## src/rtl/sm3_msg_pad.sv

```systemverilog
// SM3 message padder: packs 32-bit big-endian words into 512-bit blocks with 0x80, zero fill and bit length.
// Optional SM3_PAD_RAW_EN adds raw_mode for pre-padded data (blocks pass through, no padding or length).
module sm3_msg_pad #(
  parameter int LEN_W = 64
) (
  input  logic         clk,
  input  logic         reset,
  input  logic [31:0]  in_data,
  input  logic [2:0]   in_bytes,
  input  logic         in_last,
  input  logic         in_valid,
  output logic         in_ready,
`ifdef SM3_PAD_RAW_EN
  input  logic         raw_mode,
`endif
  output logic [511:0] blk_data,
  output logic         blk_last,
  output logic         blk_valid,
  input  logic         blk_ready
);

  localparam logic [1:0] S_FILL  = 2'd0;
  localparam logic [1:0] S_PAD   = 2'd1;
  localparam logic [1:0] S_EXTRA = 2'd2;
  localparam logic [1:0] S_EMIT  = 2'd3;

  logic [1:0]       state;
  logic [1:0]       after;
  logic             run;
  logic [3:0]       wc;
  logic [LEN_W-1:0] bits;
  logic [LEN_W-1:0] bits_nxt;
  logic [63:0]      len_nxt;
  logic [63:0]      len_cur;
  logic [6:0]       b;
  logic [31:0]      keep_mask;
  logic [31:0]      marker;
  logic [31:0]      last_word;
  logic             raw_eff;
  logic             acc;

  assign in_ready  = run & (state == S_FILL);
  assign blk_valid = (state == S_EMIT);
  assign acc       = in_valid & in_ready;

  assign bits_nxt = bits + LEN_W'({in_bytes, 3'b000});
  assign len_nxt  = 64'(bits_nxt);
  assign len_cur  = 64'(bits);
  assign b        = {1'b0, wc, 2'b00} + {4'b0000, in_bytes};

  // Keep the valid MSB-aligned bytes; the 0x80 marker lands on the first byte after them.
  assign keep_mask = ~(32'hFFFF_FFFF >> {in_bytes, 3'b000});
  assign marker    = 32'h8000_0000 >> {in_bytes, 3'b000};
  assign last_word = (in_data & keep_mask) | (raw_eff ? 32'h0 : marker);

`ifdef SM3_PAD_RAW_EN
  logic first;
  logic raw_q;

  assign raw_eff = first ? raw_mode : raw_q;

  always_ff @(posedge clk or posedge reset) begin
    if (reset) begin
      first <= 1'b1;
      raw_q <= 1'b0;
    end else if (acc) begin
      first <= 1'b0;
      raw_q <= raw_eff;
    end else if (state == S_EMIT && blk_ready && blk_last) begin
      first <= 1'b1;
    end
  end
`else
  assign raw_eff = 1'b0;
`endif

  always_ff @(posedge clk or posedge reset) begin
    if (reset) begin
      run      <= 1'b0;
      state    <= S_FILL;
      after    <= S_FILL;
      wc       <= 4'd0;
      bits     <= '0;
      blk_data <= '0;
      blk_last <= 1'b0;
    end else begin
      run <= 1'b1;
      case (state)
        S_FILL: begin
          if (acc) begin
            bits <= bits_nxt;
            wc   <= wc + 4'd1;
            if (!in_last) begin
              blk_data[511 - 32*wc -: 32] <= in_data;
              if (wc == 4'd15) begin
                state    <= S_EMIT;
                after    <= S_FILL;
                blk_last <= 1'b0;
              end
            end else begin
              wc    <= 4'd0;
              state <= S_EMIT;
              // Words below wc already hold this block's data; everything from wc upward is rewritten.
              for (int i = 0; i < 16; i++) begin
                if (4'(i) == wc)
                  blk_data[511 - 32*i -: 32] <= last_word;
                else if (4'(i) > wc)
                  blk_data[511 - 32*i -: 32] <=
                    (!raw_eff && in_bytes == 3'd4 && 4'(i) == wc + 4'd1) ? 32'h8000_0000 : 32'h0;
              end
              if (raw_eff || b <= 7'd55) begin
                after    <= S_FILL;
                blk_last <= 1'b1;
                if (!raw_eff)
                  blk_data[63:0] <= len_nxt;
              end else if (b <= 7'd63) begin
                after    <= S_EXTRA;
                blk_last <= 1'b0;
              end else begin
                after    <= S_PAD;
                blk_last <= 1'b0;
              end
            end
          end
        end
        S_PAD: begin
          blk_data <= {32'h8000_0000, 416'd0, len_cur};
          blk_last <= 1'b1;
          after    <= S_FILL;
          state    <= S_EMIT;
        end
        S_EXTRA: begin
          blk_data <= {448'd0, len_cur};
          blk_last <= 1'b1;
          after    <= S_FILL;
          state    <= S_EMIT;
        end
        default: begin
          if (blk_ready) begin
            state <= after;
            if (blk_last) begin
              bits <= '0;
              wc   <= 4'd0;
            end
          end
        end
      endcase
    end
  end

endmodule
```

## config.mk

```make
export PLATFORM = sky130hd
export DESIGN_NAME = sm3_msg_pad
export DESIGN_NICKNAME = d
export VERILOG_FILES = /design/src/rtl/sm3_msg_pad.sv
export SDC_FILE = /design/constraint.sdc
export NUM_CORES = 2
export LEC_CHECK = 0
export BUFFER_PORTS_ARGS = -buffer_cell sky130_fd_sc_hd__buf_2
export CAP_MARGIN = 20
export CORE_ASPECT_RATIO = 1.2
export CORE_MARGIN = 1
export CORE_UTILIZATION = 44
export CTS_BUF_LIST = sky130_fd_sc_hd__clkbuf_2 sky130_fd_sc_hd__clkbuf_4 sky130_fd_sc_hd__clkbuf_8
export CTS_CLUSTER_SIZE = 24
export DETAILED_ROUTE_END_ITERATION = 8
export PLACE_DENSITY_LB_ADDON = 0.3
export SLEW_MARGIN = 5
export SYNTH_ARGS = -nofsm -noshare
export SYNTH_HDL_FRONTEND = slang
export SYNTH_SLANG_ARGS = --single-unit
```

## constraint.sdc

```tcl
create_clock -name clk -period 30.6 [get_ports clk]
set_clock_uncertainty 0.15 [all_clocks]
set_input_delay 3.06 -clock clk [delete_from_list [all_inputs] [get_ports clk]]
set_output_delay 3.06 -clock clk [all_outputs]
set_load 0.03 [all_outputs]
```

== After elaboration in Yosys (flattened, before gate mapping) ==
Index checks and enable logic that the tools add are counted.

* $add $sub $neg: 5
* $mul: 0
* Divide/modulo/power cells: 0
* Magnitude comparators: 18
* Eq/ne operators: 53
* Shift-type cells: 4
* Multiplexer cells: 78
* Bitwise gates (word level): 6
* Reductions and logical operators: 44

{| class="wikitable"
|+ Operators with widths
! kind !! number
|-
| 32-bit two-way mux || 48
|-
| 512-bit one-hot mux with 3 select lines || 1
|-
| 512-bit two-way mux || 2
|-
| 32-bit by 34-bit variable shift with 543-bit output, first input constant || 1
|-
| 32-bit by 34-bit variable part select with 543-bit output || 1
|-
| 512-bit bitwise mux || 1
|-
| 64-bit two-way mux || 4
|-
| 64-bit one-hot mux with 2 select lines || 1
|-
| 64-bit by 6-bit adder with 64-bit output || 1
|-
| 4-bit equality test, first input constant || 16
|-
| 32-bit by 6-bit >> shifter with 32-bit output, first input constant || 2
|-
| 4-bit by 2-bit inequality test with 1-bit output, second input constant || 14
|-
| 3-bit AND reduction || 18
|-
| 32-bit negator with 34-bit output || 1
|-
| 32-bit AND || 1
|-
| 3-bit by 4-bit equality test with 1-bit output, first input constant || 8
|-
| 4-bit > comparator, first input constant || 8
|-
| 32-bit NOT || 1
|-
| 32-bit bitwise OR || 1
|-
| 2-bit two-way mux || 9
|-
| 2-bit by 4-bit equality test with 1-bit output, first input constant || 4
|-
| 3-bit by 4-bit > comparator with 1-bit output, first input constant || 4
|-
| 1-bit logical AND || 16
|-
| 4-bit two-way mux || 4
|-
| 26 further kinds || 41
|}

* Bits in registers: 586
* Bits in latches: 0
* RAM bits: 0
* Memory bits (read-only): 0
* Output and inout bits: 515
* Memories kept: 0

== Logic depth before layout (Yosys ltp) ==
* Depth after elaboration: 10
* Depth in mapped cells: 13
* Depth with buffers taken out: 9

== Least setup slack after synthesis ==
OpenSTA, ideal clock, no wires.

* Kind: input port to flip-flop
* From: input in_bytes[1]
* To: register blk_data[39]
* Arrival time: 5.194 ns
* Path slack: 25.130 ns
* Cell stages on the path: 10
* Cells stage by stage: buf_2 -> inv_1 -> fa_1 -> nor2b_1 -> o21ai_2 -> or3_1 -> buf_2 -> nor3_1 -> xor2_1 -> a221o_1

* Word-level cells in the longest chain between the ends: 9
* Elaborated cells on any way between the ends: 15

{| class="wikitable"
|+ RTL lines
! element !! line !! source
|-
| start, declared || 9 || <nowiki>input logic [2:0] in_bytes,</nowiki>
|-
| branches (longest 9 deep; another with 6-bit by 3-bit adder with 7-bit output) || n/a ||
|-
| end signal, assigned by index || 94 || <nowiki>blk_data[511 - 32*wc -: 32] <= in_data;</nowiki>
|-
| end signal, assigned by index || 108 || <nowiki>blk_data[511 - 32*i -: 32] <=</nowiki>
|-
| end signal, assigned || 115 || <nowiki>blk_data[63:0] <= len_nxt;</nowiki>
|-
| end, declared || 16 || <nowiki>output logic [511:0] blk_data,</nowiki>
|}

Parallel ways; which one is timed is not known. The select of a mux whose other input is x is not followed.
A chain may end at the register's enable or synchronous reset.

== Worst setup path after layout ==
* From: input in_bytes[2]
* To: register blk_data[27]

The elaborated chain is that of the path after synthesis.

==> impl_metrics.yaml <==
floorplan:
  io_pins: 555
  rows: 106
  die_x_microns: 245.9
  core_area_sq_um: 70160
  die_y_microns: 294.7
  initial_core_util_pct: 44.77
  dieArea_sq_um: 72470
layout:
  seq_area_sq_um: 14590
  nFillCells: 6658
  multiInputGateArea_sq_um: 15370
  finalNetCount: 4006
  area_growth_pct: 17.51
  drive_gt1_share_pct: 21.88
synthesis:
  ys_seq_area_share_pct: 46.44
  syn_area_sq_um: 31410
  synth_area_leaders: "dfrtp_1, a21oi_1, o21ai_0, a22o_1, nor2_1"
  yosys_warnings: 0
  ys_ff_latch: 583
  syn_nets: 3623
  synth-edff-count: 0
  synth.avg_cell_area_sq_um: 8.809
  synth_area_leader_cell: "dfrtp_1"
  synth_top_cells_by_count: "dfrtp_1, a21oi_1, o21ai_0"
  syn_inst: 3566
  synth.most_common_cell: "dfrtp_1"
  synth_cell_type_count: 81
  ys.flop_type: "dfrtp_1"
  yosys.area.top_type_share_pct: 46.44
  async_reset_ff_share_pct: 100.0
clock_tree:
  clkLatencyLatePin_ns: 0.74
  cts-root-buf: "clkbuf_8"
  cts_buffers: 95
  clk_pin_slew_ns: 0.06
  post_cts_buffers: 0
  hold_buffers: 0
  post_cts_resized: 0
  clk_path_buf_depth: 3
  tritoncts: "yes"
  cts.sinks: 583
  h-tree-depth: 3
worst_setup_path:
  cp-startpoint: "in_bytes[2]"
  cpPeakStageDelay_ns: 0.70
  reg2reg_from: "state[0]$_DFFE_PP0P_"
  r2r_cells: 10
  critPathCaptureType: "flip-flop"
  crit_slowest_cell: "a21oi_1"
  critPathTopFamily: "compound AO/OA/AOI/OAI gates"
  cp_max_fo: 44
  critPathArrivalTime_ns: 6.56
  worstPathRequired_ns: 31.01
  crit_buf_inv: 3
  rrSetupSlack_ns: 25.21
  reg2reg_to: "blk_data[27]$_DFFE_PP0P_"
  worstPathCellList: "buf_2 > buf_4 > ha_1 > ha_1 > o21a_1 > a31oi_1 > nor3_1 > buf_2 > a21oi_1 > o21ai_0"
  path_class: "input port to flip-flop"
  startpoint_type: "input port"
sta:
  worst_pin_slew_ns: 1.198
  hold_viol_final: 0
  worst_slack_ns: 24.45
  timing.hold.ws_ns: 0.3120
  timing.fmax_mhz: 162.5
  setup-violations-final: 0
  grt_setup_unrepaired: "no"
  slew_headroom_pct: 20.06
  fin_crit_ns: 6.153
  fin_tns_setup_ns: 0
  slew_viol_final: 0
  fin_crit_sh_pct: 20.11
route:
  avgRoutedWirePerCell_microns: 29.96
  vias_per_cell: 6.756
  ant_nets: 0
  drcViolationCount: 1
  dr_total_vias: 33420
  drt-pass1-iter-count: 9
  drtIter0Drc: 4474
  wirelength_mm: 148.2
run_status:
  status: "finished, violations left"
  violations: "DRC"
place:
  io_buffers: 554
  dpl_worst_slack_ns: 24.04
  place.gp.congestion: 0.9998
  dp.final_hpwl_mm: 100.7
min_path:
  min-delay-start: "blk_data[1]$_DFFE_PP0P_"
  min_to: "blk_data[1]$_DFFE_PP0P_"
  hold_path_depth: 2
  hp-class: "flip-flop to flip-flop"
flow_run:
  maxCapViolations: 0
power_and_ir_drop:
  power.density_nw_per_um2: 92.23
  vdd_drop_max_mv: 0.1307
  p_leak_uw: 0.01776
global_route:
  grt_max_degree: 207
  grt_pass1_wl_mm: 214.1
  antenna_found_initial: 11
  grt_usage_pct: 39.99
  grt_pass1_vias: 30870
  grt_overflow_total: 0
-- cell usage in the layout, fill, tap and decap left out, drive strengths merged, types with 11 or more instances in the layout --
master   instances
a21oi          546
a221oi          26
a22o           146
a2bb2oi         11
a31oi          130
a32o            26
and2            49
and3            50
buf            649
clkbuf         144
clkinv          16
dfrtp          583
diode           11
ha              16
inv             31
nand2          268
nand3           90
nand4           40
nor2           281
nor2b           18
nor3            52
nor4            16
o211ai          17
o21a            99
o21ai          310
o22a           116
o22ai           66
o31ai           28
or3             17
xnor2           18
xor2            26
-- per-stage QoR --
stage	utilization [%]	instances	total power, uW	cell area, sq um
detailed placement	49.41	4758	2584	34660
CTS	52.33	4924	3334	36720
global placement	49.33	4751	2570	34610
global route	52.59	4942	3532	36900
finish	52.61	4947	3404	36910
floorplan	-	3566	2002	31410
-- final cells by class --
class / instances / area share (%)
inverters: 28 / 0.3051
diodes: 11 / 0.07457
multi-input cells: 2591 / 41.65
clock inverters: 23 / 0.7017
flip-flops and latches: 583 / 39.53
well taps: 918 / 3.112
clock buffers: 143 / 4.857
repair buffers: 650 / 9.773
-- registers in the layout (all words and copies together), names as in the netlist --
signal,count
wc,4
after,2
bits,61
blk_data,512
blk_last,1
run,1
state,2
-- per-layer routing --
metal | vias up | routed length (microns) | global-route usage (%)
li1 | 14050 | - | -
met1 | 16190 | 54040 | 50.59
met2 | 2569 | 62810 | 57.67
met3 | 608 | 18840 | 12.14
met4 | 8 | 12480 | 28.95
met5 | - | 63 | 0
-- worst max path at each step --
stage / end / slack, ns / cells after the start
2_1_floorplan: after[0]$_DFFE_PP0P_ / 11.08 / 1
3_3_place_gp: blk_data[27]$_DFFE_PP0P_ / 23.90 / 9
3_5_place_dp: blk_data[27]$_DFFE_PP0P_ / 24.04 / 10
4_1_cts: blk_data[27]$_DFFE_PP0P_ / 24.78 / 10
5_1_grt: blk_data[27]$_DFFE_PP0P_ / 24.50 / 10
6_report: blk_data[27]$_DFFE_PP0P_ / 24.45 / 10
-- cells by family (layout without fill, tap and decap cells) --
| family | after synthesis | after routing | share of synthesized area (%) |
|---|---|---|---|
| AOI/OAI and AO/OA | 1601 | 1601 | 32.37 |
| and+or+nand+nor | 921 | 921 | 14.03 |
| DFF | 583 | 583 | 46.44 |
| buffers and inverters | 392 | 844 | 4.987 |
| adders and majority gates | 17 | 17 | 0.7010 |
| muxes | 7 | 7 | 0.2270 |
| other | 1 | 12 | 0.01194 |
| xor gates and xnor gates | 44 | 44 | 1.227 |
-- report_power, final --
group | internal, uW | leakage, uW | switching (uW)
registers | 887 | 0.00790 | 77.1
logic | 432 | 0.00876 | 1250
clock network | 410 | 0.00110 | 345
-- worst register-to-register path, stage by stage, from the launching register on --
cell and delay, ns:
dfrtp_1 0.43, inv_1 0.12, ha_4 0.57, clkinv_1 0.67, buf_4 0.49, nor2_2 0.93
buf_4 0.48, a21oi_1 0.15, o22ai_1 0.71, a21oi_1 0.41, o21ai_0 0.19
Power figures use the tool's default switching activity.
